### src/rtl/lns_add_prep.sv
// lns_add_prep
// Operand preparation stage for a logarithmic-number-system adder.
// Given two LNS operands (zero flag, sign, log2 magnitude), it produces the
// fields the following sb-function stage needs:
//   z       = -|a_log - b_log|, saturated at -2^(W-1); always <= 0
//   max     = log magnitude of the larger-magnitude operand
//   sign    = sign of the result
//   eff_sub = a_sign ^ b_sign
//   bypass  = exactly one operand is zero, so the result is the other operand
//   zero    = the result is exact zero (both operands zero, or exact cancellation)
//
// Ports
//   clk, rst                         clock (rising edge), async active-high reset
//   a_zero/a_sign/a_log              operand A
//   b_zero/b_sign/b_log              operand B
//   in_valid / in_ready              input handshake
//   out_valid / out_ready            output handshake
//   out_z, out_max, out_sign,
//   out_eff_sub, out_bypass,
//   out_zero                         result fields (from the S2 register)
//   op_count                         number of completed output handshakes (wraps)
//
// Handshake: a transfer happens on a rising edge where valid && ready are both
// high. in_ready never looks at in_valid. While out_valid is high and
// out_ready is low, every out_* field holds its value.
//
// Pipeline: S1 captures the raw operands, S2 captures the computed fields.
// Two stages of buffering give full throughput with an unregistered
// out_ready -> in_ready path.
module lns_add_prep #(
  parameter int W  = 11,
  parameter int CW = 16
) (
  input  logic          clk,
  input  logic          rst,
  input  logic          a_zero,
  input  logic          a_sign,
  input  logic [W-1:0]  a_log,
  input  logic          b_zero,
  input  logic          b_sign,
  input  logic [W-1:0]  b_log,
  input  logic          in_valid,
  output logic          in_ready,
  output logic          out_valid,
  input  logic          out_ready,
  output logic [W-1:0]  out_z,
  output logic [W-1:0]  out_max,
  output logic          out_sign,
  output logic          out_eff_sub,
  output logic          out_bypass,
  output logic          out_zero,
  output logic [CW-1:0] op_count
);

  // Most negative z, also used as the bypass marker.
  localparam logic [W-1:0] Z_MIN = {1'b1, {(W-1){1'b0}}};
  // 2^(W-1) at W+1 bits: saturation threshold for |d|.
  localparam logic [W:0]   HALF  = {2'b01, {(W-1){1'b0}}};

  // Stage registers
  logic          r_s1_valid;
  logic          r_a_zero, r_a_sign, r_b_zero, r_b_sign;
  logic [W-1:0]  r_a_log, r_b_log;

  logic          r_s2_valid;
  logic [W-1:0]  r_z, r_max;
  logic          r_sign, r_eff_sub, r_bypass, r_zero;
  logic [CW-1:0] r_op_count;

  // Flow control
  logic w_in_ready, w_in_hs, w_out_hs, w_s1_adv;

  // in_ready is forced low while reset is held.
  assign w_in_ready = !rst && (!r_s1_valid || !r_s2_valid || out_ready);
  assign w_in_hs    = in_valid && w_in_ready;
  assign w_out_hs   = r_s2_valid && out_ready;
  assign w_s1_adv   = r_s1_valid && (!r_s2_valid || out_ready);

  // Field computation from the S1 operands
  logic [W:0]   w_d, w_abs, w_zmag, w_zneg;
  logic         w_sat, w_eff_sub;
  logic [W-1:0] w_z, w_max;
  logic         w_sign, w_bypass, w_zero;

  // Sign-extend both logs by one bit so the difference cannot overflow.
  assign w_d       = {r_a_log[W-1], r_a_log} - {r_b_log[W-1], r_b_log};
  assign w_abs     = w_d[W] ? ({(W+1){1'b0}} - w_d) : w_d;
  assign w_sat     = (w_abs > HALF);
  assign w_zmag    = w_sat ? HALF : w_abs;
  assign w_zneg    = {(W+1){1'b0}} - w_zmag;
  assign w_eff_sub = r_a_sign ^ r_b_sign;

  always_comb begin
    // Normal case: larger magnitude wins; d = 0 picks A.
    w_z      = w_zneg[W-1:0];
    w_max    = w_d[W] ? r_b_log  : r_a_log;
    w_sign   = w_d[W] ? r_b_sign : r_a_sign;
    w_bypass = 1'b0;
    w_zero   = 1'b0;
    if (r_a_zero && r_b_zero) begin
      w_z    = '0;
      w_max  = '0;
      w_sign = 1'b0;
      w_zero = 1'b1;
    end else if (r_a_zero) begin
      w_bypass = 1'b1;
      w_z      = Z_MIN;
      w_max    = r_b_log;
      w_sign   = r_b_sign;
    end else if (r_b_zero) begin
      w_bypass = 1'b1;
      w_z      = Z_MIN;
      w_max    = r_a_log;
      w_sign   = r_a_sign;
    end else if ((w_d == '0) && w_eff_sub) begin
      // Exact cancellation: z is already 0 and max is already a_log.
      w_zero = 1'b1;
      w_sign = 1'b0;
    end
  end

  // S1: raw operand capture
  always_ff @(posedge clk or posedge rst) begin
    if (rst) begin
      r_s1_valid <= 1'b0;
      r_a_zero   <= 1'b0;
      r_a_sign   <= 1'b0;
      r_a_log    <= '0;
      r_b_zero   <= 1'b0;
      r_b_sign   <= 1'b0;
      r_b_log    <= '0;
    end else if (w_in_hs) begin
      r_s1_valid <= 1'b1;
      r_a_zero   <= a_zero;
      r_a_sign   <= a_sign;
      r_a_log    <= a_log;
      r_b_zero   <= b_zero;
      r_b_sign   <= b_sign;
      r_b_log    <= b_log;
    end else if (w_s1_adv) begin
      r_s1_valid <= 1'b0;
    end
  end

  // S2: computed fields; reset clears data so outputs read 0 during reset.
  always_ff @(posedge clk or posedge rst) begin
    if (rst) begin
      r_s2_valid <= 1'b0;
      r_z        <= '0;
      r_max      <= '0;
      r_sign     <= 1'b0;
      r_eff_sub  <= 1'b0;
      r_bypass   <= 1'b0;
      r_zero     <= 1'b0;
    end else if (w_s1_adv) begin
      r_s2_valid <= 1'b1;
      r_z        <= w_z;
      r_max      <= w_max;
      r_sign     <= w_sign;
      r_eff_sub  <= w_eff_sub;
      r_bypass   <= w_bypass;
      r_zero     <= w_zero;
    end else if (w_out_hs) begin
      r_s2_valid <= 1'b0;
    end
  end

  // Output handshake counter, wraps naturally.
  always_ff @(posedge clk or posedge rst) begin
    if (rst) begin
      r_op_count <= '0;
    end else if (w_out_hs) begin
      r_op_count <= r_op_count + 1'b1;
    end
  end

  assign in_ready    = w_in_ready;
  assign out_valid   = r_s2_valid;
  assign out_z       = r_z;
  assign out_max     = r_max;
  assign out_sign    = r_sign;
  assign out_eff_sub = r_eff_sub;
  assign out_bypass  = r_bypass;
  assign out_zero    = r_zero;
  assign op_count    = r_op_count;

endmodule

### config.mk
export PLATFORM = sky130hd
export DESIGN_NAME = lns_add_prep
export DESIGN_NICKNAME = d
export VERILOG_FILES = /design/src/rtl/lns_add_prep.sv
export SDC_FILE = /design/constraint.sdc
export NUM_CORES = 1
export LEC_CHECK = 0
export BUFFER_PORTS_ARGS = -buffer_cell sky130_fd_sc_hd__buf_2
export CAP_MARGIN = 20
export CORE_MARGIN = 3
export CORE_UTILIZATION = 60
export DETAILED_ROUTE_END_ITERATION = 10
export PLACE_DENSITY = 0.85
export SYNTH_ARGS = -nofsm -noshare
export SYNTH_HDL_FRONTEND = slang
export SYNTH_SLANG_ARGS = --single-unit
### constraint.sdc
create_clock -name clk -period 10.82 [get_ports clk]
set_clock_uncertainty 0.05 [all_clocks]
set_input_delay 2.164 -clock clk [delete_from_list [all_inputs] [get_ports clk]]
set_output_delay 2.164 -clock clk [all_outputs]
set_load 0.1 [all_outputs]
==> summary.txt, run 1 <==
Timing
  – TNS Setup: 0 ns
  – Fmax: 191 MHz
  – Setup ws final: 5.59 ns
  – RSZ-0062 raised after global routing: false
  – Final setup violation count: 0
  – Slew Limit Fails: 0
  – Min Tclk post-route: 5.23 ns
  – Final Hold Fails: 0
  – Max_slew headroom: 34.9%
  – Final Cycle Share: 48.3%
  – Worst-Margin Slew: 0.977 ns

Critical path
  – CP max FO: 4
  – CP cell instances: buf_2 -> nor2b_1 -> a21oi_1 -> buf_2
  – Worst setup EP type: primary output
  – CP startpoint kind: input pin
  – Worst path most repeated cell: buf_2
  – Worst Path Arrival: 3.01 ns
  – Largest stage delay on the critical path: 0.46 ns
  – Critical Path RT: 8.61 ns
  – Crit-path slowest cell: buf_2
  – Crit path kind: in -> out

Floorplanning
  – Die X: 91.4 um
  – Height of the chip: 91.4 um
  – CORE AREA: 0.00694 mm^2
  – Row Count: 30
  – Die Footprint: 0.00836 mm^2
  – Initial core utilization: 63.1%
  – IO Pins: 74

Synthesis
  – Syn_area_per_cell: 10.0 um^2
  – Synth Warn #: 0
  – Post-Synthesis Cells: 437
  – Syn Nets: 483
  – Synth Cell Area: 0.00438 mm^2
  – Sequential fraction of the synthesis area: 40.0%
  – Share of Yosys cell area claimed by the top area cell type: 40.0%
  – Number of flops mapped to enable cells by yosys: 0
  – Post-synth cell types: 78
  – FF+latch count, synth: 70
  – Top-count cell post-synth: dfrtp_1
  – Area contributors post-synth: dfrtp_1 (40%), mux2_2 (7.5%), xnor2_1 (4.4%)
  – Synth top cells by count: dfrtp_1 (70), nand2_1 (46), mux2_2 (29), inv_1 (22), xnor2_1 (22)
  – Synth async-reset ratio: 100%
  – Primary FF master, synth: dfrtp_1
  – Synth area leader: dfrtp_1

Detailed routing
  – DR DRC count: 0
  – Antenna-violating nets left: 0
  – Wire per inst: 15.3 um
  – DR vias/cell: 5.78
  – DRT Wirelength: 9380 um
  – Drt first pass iters: 6
  – DR vias: 3533
  – Starting DRT DRC Count: 225

Clock network
  – CTS tree: yes
  – Post-cts gate resize count: 0
  – Worst-Skew Late Latency: 0.35 ns
  – Clock buffer depth: 2
  – Clk sink count: 70
  – Post-CTS Repair Setup Buffers: 0
  – CTS Root Cell: clkbuf_8
  – Worst-path clk slew: 0.07 ns
  – # H-tree levels: 3
  – Post-CTS Hold Buffers: 0
  – Cts bufs inserted: 9

Global route
  – Total gr overflow: 0
  – Tot GR Track Use: 23.2%
  – Pin count of the biggest net entering global routing: 71
  – Initial antenna violation count: 0
  – Vias in the first global route: 3580
  – Global-route wire length before repair: 16000 um

Power
  – Sw Pwr: 0.842 mW
  – Seq pwr share: 24.1%
  – Power Dens Cells: 304 mW/mm^2
  – Int Pwr: 0.679 mW
  – P_leak: 2.38 nW
  – Switching Share: 55.4%
  – Maximum vdd drop: 0.157 mV
  – Clock share of power: 12.2%
  – Comb pwr share: 63.7%

Final layout
  – Final Net Count: 557
  – Area occupied by multi-input gates: 0.00247 mm^2
  – Area growth syn-to-layout: 14.3%
  – Fillers: 521
  – Layout cells sized above 1: 29.5%
  – # diodes: 0
  – Final core utilization: 72.1%
  – FF/Latch Area: 0.00175 mm^2
  – Final instance area: 0.00501 mm^2
  – Fin cells: 611

Worst hold path
  – Hold Crit Class: reg -> reg

Placement
  – Placed Cells: 595
  – GP Congestion: 0.924
  – DP HPWL: 6930 um
  – Number of port buffers: 73
  – Placed Area: 0.00482 mm^2
  – Place WS: 5.64 ns

Flow run
  – Max_cap viols: 0

Outcome
  – Status: complete, no violations
## cell usage in the layout (no fill, tap or decap), types with 3 or more instances in the layout
| cell | count |
|---|---|
| xor2_1 | 9 |
| mux2_2 | 29 |
| o211ai_1 | 4 |
| o21a_1 | 4 |
| buf_4 | 3 |
| nor2_1 | 21 |
| mux2i_1 | 14 |
| xnor2_1 | 22 |
| o2111ai_1 | 3 |
| nor4_1 | 3 |
| and3_1 | 3 |
| clkinv_2 | 3 |
| o21ai_1 | 6 |
| inv_1 | 21 |
| a21o_1 | 3 |
| nand2_1 | 46 |
| a211oi_1 | 3 |
| a21oi_1 | 16 |
| dfrtp_1 | 70 |
| buf_2 | 74 |
| nand3_1 | 16 |
| nand4_1 | 7 |
| nor3_1 | 7 |
| o211a_1 | 3 |
| o21ai_0 | 21 |
| nor2b_1 | 8 |
| and2_1 | 6 |
| clkbuf_8 | 9 |
| ha_1 | 15 |
| nand2b_1 | 4 |
## area by class of cell
cell class                 count  area share [%]
clock buffer                   9            2.47
clock inverter                 6           0.775
inverter                      22            1.65
multi-input combinational    330            49.3
sequential                    70            35.0
tap                           96            2.40
timing repair buffer          78            8.40
## power groups by stage
| stage | Sequential [mW] | Combinational, mW | Clock (mW) |
|---|---|---|---|
| after detailed placement | 0.371 | 0.961 | 0 |
| after global placement | 0.368 | 0.940 | 0 |
| after global routing | 0.375 | 1.04 | 0.200 |
| after CTS | 0.367 | 0.965 | 0.189 |
| final | 0.367 | 0.969 | 0.185 |
| after floorplan | 0.683 | 0.496 | 0 |
## layer usage
metal | routed length [um] | global-route usage [%]
met1 | 4300 | 30.5
met2 | 4480 | 38.3
met3 | 434 | 4.56
met4 | 167 | 8.17
met5 | 0 | 0
## cells by family (layout without fill, tap and decap cells)
kind of cell / after synthesis / count (layout) / synth area share, %
DFF: 70 / 70 / 40.0
adders and majority gates: 16 / 16 / 4.74
xor gates and xnor gates: 34 / 34 / 7.31
and+or+nand+nor: 137 / 137 / 16.1
muxes: 44 / 44 / 11.0
AOI/OAI and AO/OA: 99 / 99 / 17.3
buffers and inverters: 37 / 115 / 3.63
## critical path: cells and delay by family
kind / cells / cell delay (ns)
buf+inv: 2 / 0.57
compound gates: 1 / 0.19
simple gates: 1 / 0.07
## per-stage QoR
stage / total power, mW / hold slack, ns
floorplan: 1.18 / 0.424
global placement: 1.31 / 0.408
detailed placement: 1.33 / 0.415
CTS: 1.52 / 0.431
global route: 1.61 / 0.444
finish: 1.52 / 0.424
## final timing paths
kind | startpoint | end | slack, ns | cells past startpoint
min | out_zero$_DFFE_PP0P_ | out_zero$_DFFE_PP0P_ | 0.42 | 2
min reg2reg | out_zero$_DFFE_PP0P_ | out_zero$_DFFE_PP0P_ | 0.42 | 2
min in group asynchronous | rst | r_b_log[0]$_DFFE_PP0P_ | 2.04 | 3
max in group asynchronous | rst | out_z[7]$_DFFE_PP0P_ | 8.14 | 3
max reg2reg | r_b_log[4]$_DFFE_PP0P_ | out_z[10]$_DFFE_PP0P_ | 6.46 | 15
max | out_ready | in_ready | 5.59 | 4
## flip-flops by register name, summed over array words and instances (netlist names)
signal,flops
out_max,11
out_zero,1
r_b_sign,1
op_count,16
out_bypass,1
r_b_zero,1
out_z,11
r_a_sign,1
r_a_log,11
r_s1_valid,1
r_b_log,11
out_valid,1
r_a_zero,1
out_eff_sub,1
out_sign,1
No activity file was read; power rests on OpenSTA's default activity.
==> inputs of run 2 (changes only) <==
--- a/config.mk
+++ b/config.mk
@@ -8,9 +8,9 @@
 export BUFFER_PORTS_ARGS = -buffer_cell sky130_fd_sc_hd__buf_2
 export CAP_MARGIN = 20
 export CORE_MARGIN = 3
-export CORE_UTILIZATION = 60
+export CORE_UTILIZATION = 51
 export DETAILED_ROUTE_END_ITERATION = 10
-export PLACE_DENSITY = 0.85
+export PLACE_DENSITY = 0.77
 export SYNTH_ARGS = -nofsm -noshare
 export SYNTH_HDL_FRONTEND = slang
 export SYNTH_SLANG_ARGS = --single-unit
==> constraint.sdc (replaced) <==
create_clock -name clk -period 4.2 [get_ports clk]
set_clock_uncertainty 0.05 [all_clocks]
set_input_delay 0.84 -clock clk [delete_from_list [all_inputs] [get_ports clk]]
set_output_delay 0.84 -clock clk [all_outputs]
set_load 0.1 [all_outputs]
==> summary.txt, run 2 (synthesized netlist as in run 1, its figures left out) <==
Final layout
  – Most frequent cells in the layout: buf_2 (73), dfrtp_1 (70), nand2_1 (46)
  – Leading cell type in the layout, fill and taps excluded: buf_2
  – Area growth syn-to-layout: 16.7%
  – Layout cells sized above 1: 31.0% (+1.4 points)
  – Max reg flops: 16 (unchanged)
  – # diodes: 0 (unchanged)
  – Final Net Count: 561 (+0.72%)

Clock network
  – Clk sink count: 70 (unchanged)
  – CTS Root Cell: clkbuf_8
  – Cts bufs inserted: 9 (unchanged)
  – # H-tree levels: 3 (unchanged)
  – Worst-path clk slew: 0.08 ns (about the same)
  – Post-CTS Hold Buffers: 0 (unchanged)
  – Worst-Skew Late Latency: 0.35 ns (about the same)
  – Clock buffer depth: 2 (unchanged)
  – CTS tree: yes

Placement
  – DP HPWL: 7260 um (+4.7%)
  – GP Congestion: 0.917 (-0.74%)
  – Number of port buffers: 73 (unchanged)

Floorplanning
  – IO Pins: 74 (unchanged)
  – Die X: 98.7 um (+7.9%)
  – Initial core utilization: 53.0% (-10 points)
  – CORE AREA: 0.00826 mm^2 (+19%)
  – Die Footprint: 0.00974 mm^2 (+16%)
  – Height of the chip: 98.7 um (+7.9%)
  – Row Count: 33 (+10%)

Timing
  – Worst-Margin Slew: 0.907 ns (-0.0701 ns)
  – Min Tclk post-route: 3.92 ns
  – Slew Limit Fails: 0 (unchanged)
  – Final setup violation count: 0 (unchanged)
  – Final Cycle Share: 93.3%
  – Final Hold Fails: 0 (unchanged)
  – Fmax: 255 MHz
  – TNS Setup: 0 ns (unchanged)
  – Max_slew headroom: 39.4% (+4.6 points)

Critical path
  – Crit path launch: r_a_log[0]$_DFFE_PP0P_
  – CP startpoint kind: flop
  – Critical R2R Launch: r_a_log[0]$_DFFE_PP0P_
  – Crit path kind: reg -> reg
  – Worst setup EP type: flop
  – CP max FO: 7 (+3)
  – Critical Path RT: 4.38 ns (-4.23 ns)
  – Worst Path Arrival: 4.10 ns (+1.09 ns)

Detailed routing
  – Starting DRT DRC Count: 124 (-45%)
  – DR DRC count: 0 (unchanged)
  – Antenna-violating nets left: 0 (unchanged)
  – Drt first pass iters: 4 (-2)
  – DR vias: 3556 (+0.65%)
  – DR vias/cell: 5.69 (-1.6%)
  – Wire per inst: 15.5 um (+0.93%)
  – DRT Wirelength: 9680 um (+3.2%)

Power
  – Power Dens Cells: 793 mW/mm^2 (+160%)
  – Maximum vdd drop: 0.333 mV (+110%)
  – P_leak: 2.41 nW (+1.3%)
  – Pwr Total: 4.05 mW (+170%)

Global route
  – Global-route wire length before repair: 16600 um (+4.0%)
  – Vias in the first global route: 3586 (+0.17%)
  – Total gr overflow: 0 (unchanged)
  – Pin count of the biggest net entering global routing: 45 (-37%)
  – Tot GR Track Use: 20.6% (-2.6 points)
  – Initial antenna violation count: 0 (unchanged)

Outcome
  – Status: complete, no violations

Worst hold path
  – Hold Crit Class: reg -> reg
  – Hold_sp: out_max[2]$_DFFE_PP0P_

Flow run
  – Max_cap viols: 0 (unchanged)
run 2: where the power goes:
part           total (mW)  switching (mW)  internal (mW)
logic                2.59            1.83          0.761
registers           0.947           0.119          0.828
clock network       0.517           0.292          0.225
total                4.05            2.24           1.81
run 2: worst paths after layout:
path | end | slack (ns) | depth (start not counted)
worst max-delay path | out_z[4]$_DFFE_PP0P_ | 0.28 | 17
worst min-delay path | out_max[2]$_DFFE_PP0P_ | 0.43 | 2
worst max register to register | out_z[4]$_DFFE_PP0P_ | 0.28 | 17
worst min register to register | out_max[2]$_DFFE_PP0P_ | 0.43 | 2
max in group asynchronous | out_max[6]$_DFFE_PP0P_ | 2.57 | 3
min in group asynchronous | op_count[2]$_DFFE_PP0P_ | 0.62 | 2
run 2: area by class of cell:
cell class / instances / area (um^2)
flip-flops and latches: 70 / 1750
repair buffers: 82 / 453
multi-input cells: 330 / 2510
fillers: 719 / 3150
clock inverters: 7 / 61.3
inverters: 22 / 82.6
well taps: 105 / 131
clock buffers: 9 / 124
run 2: stage by stage:
step / instances / setup WS [ns] / instance area [um^2] / hold WS (ns) / util [%]
after floorplan: 437 / 0.268 / 4380 / 0.424 / -
after global routing: 625 / -0.0444 / 5110 / 0.462 / 61.9
final: 625 / 0.283 / 5110 / 0.425 / 61.9
after detailed placement: 606 / 0.195 / 4850 / 0.415 / 58.7
after CTS: 622 / 0.175 / 5030 / 0.432 / 60.9
after global placement: 606 / 0.397 / 4850 / 0.407 / 58.7
run 2: timing repair:
action | in CTS | in global routing
endpoints found under the hold margin | 0 | 0
buffers inserted | 0 | 2
setup endpoints to repair | 0 | 5
gates resized for setup | 0 | 6
run 2: routing by layer:
layer	global-route usage (%)	share of wire (%)	vias up
met3	3.75	3.8	11
met1	27.6	47	1733
li1	-	-	1732
met5	0	0	-
met4	6.72	1.4	0
met2	34.0	48	80
run 2: critical path, stage by stage (launching register included):
cell,delay [ns]
dfrtp_1,0.37
inv_1,0.05
ha_1,0.21
fa_1,0.47
and2b_1,0.27
o2111ai_2,0.15
a31o_2,0.31
and2_1,0.23
nor4_4,0.34
a211o_1,0.19
nand4_1,0.17
nand2_1,0.17
o211ai_1,0.12
ha_2,0.23
buf_4,0.14
nor2_1,0.10
a22o_1,0.14
o21ai_1,0.07
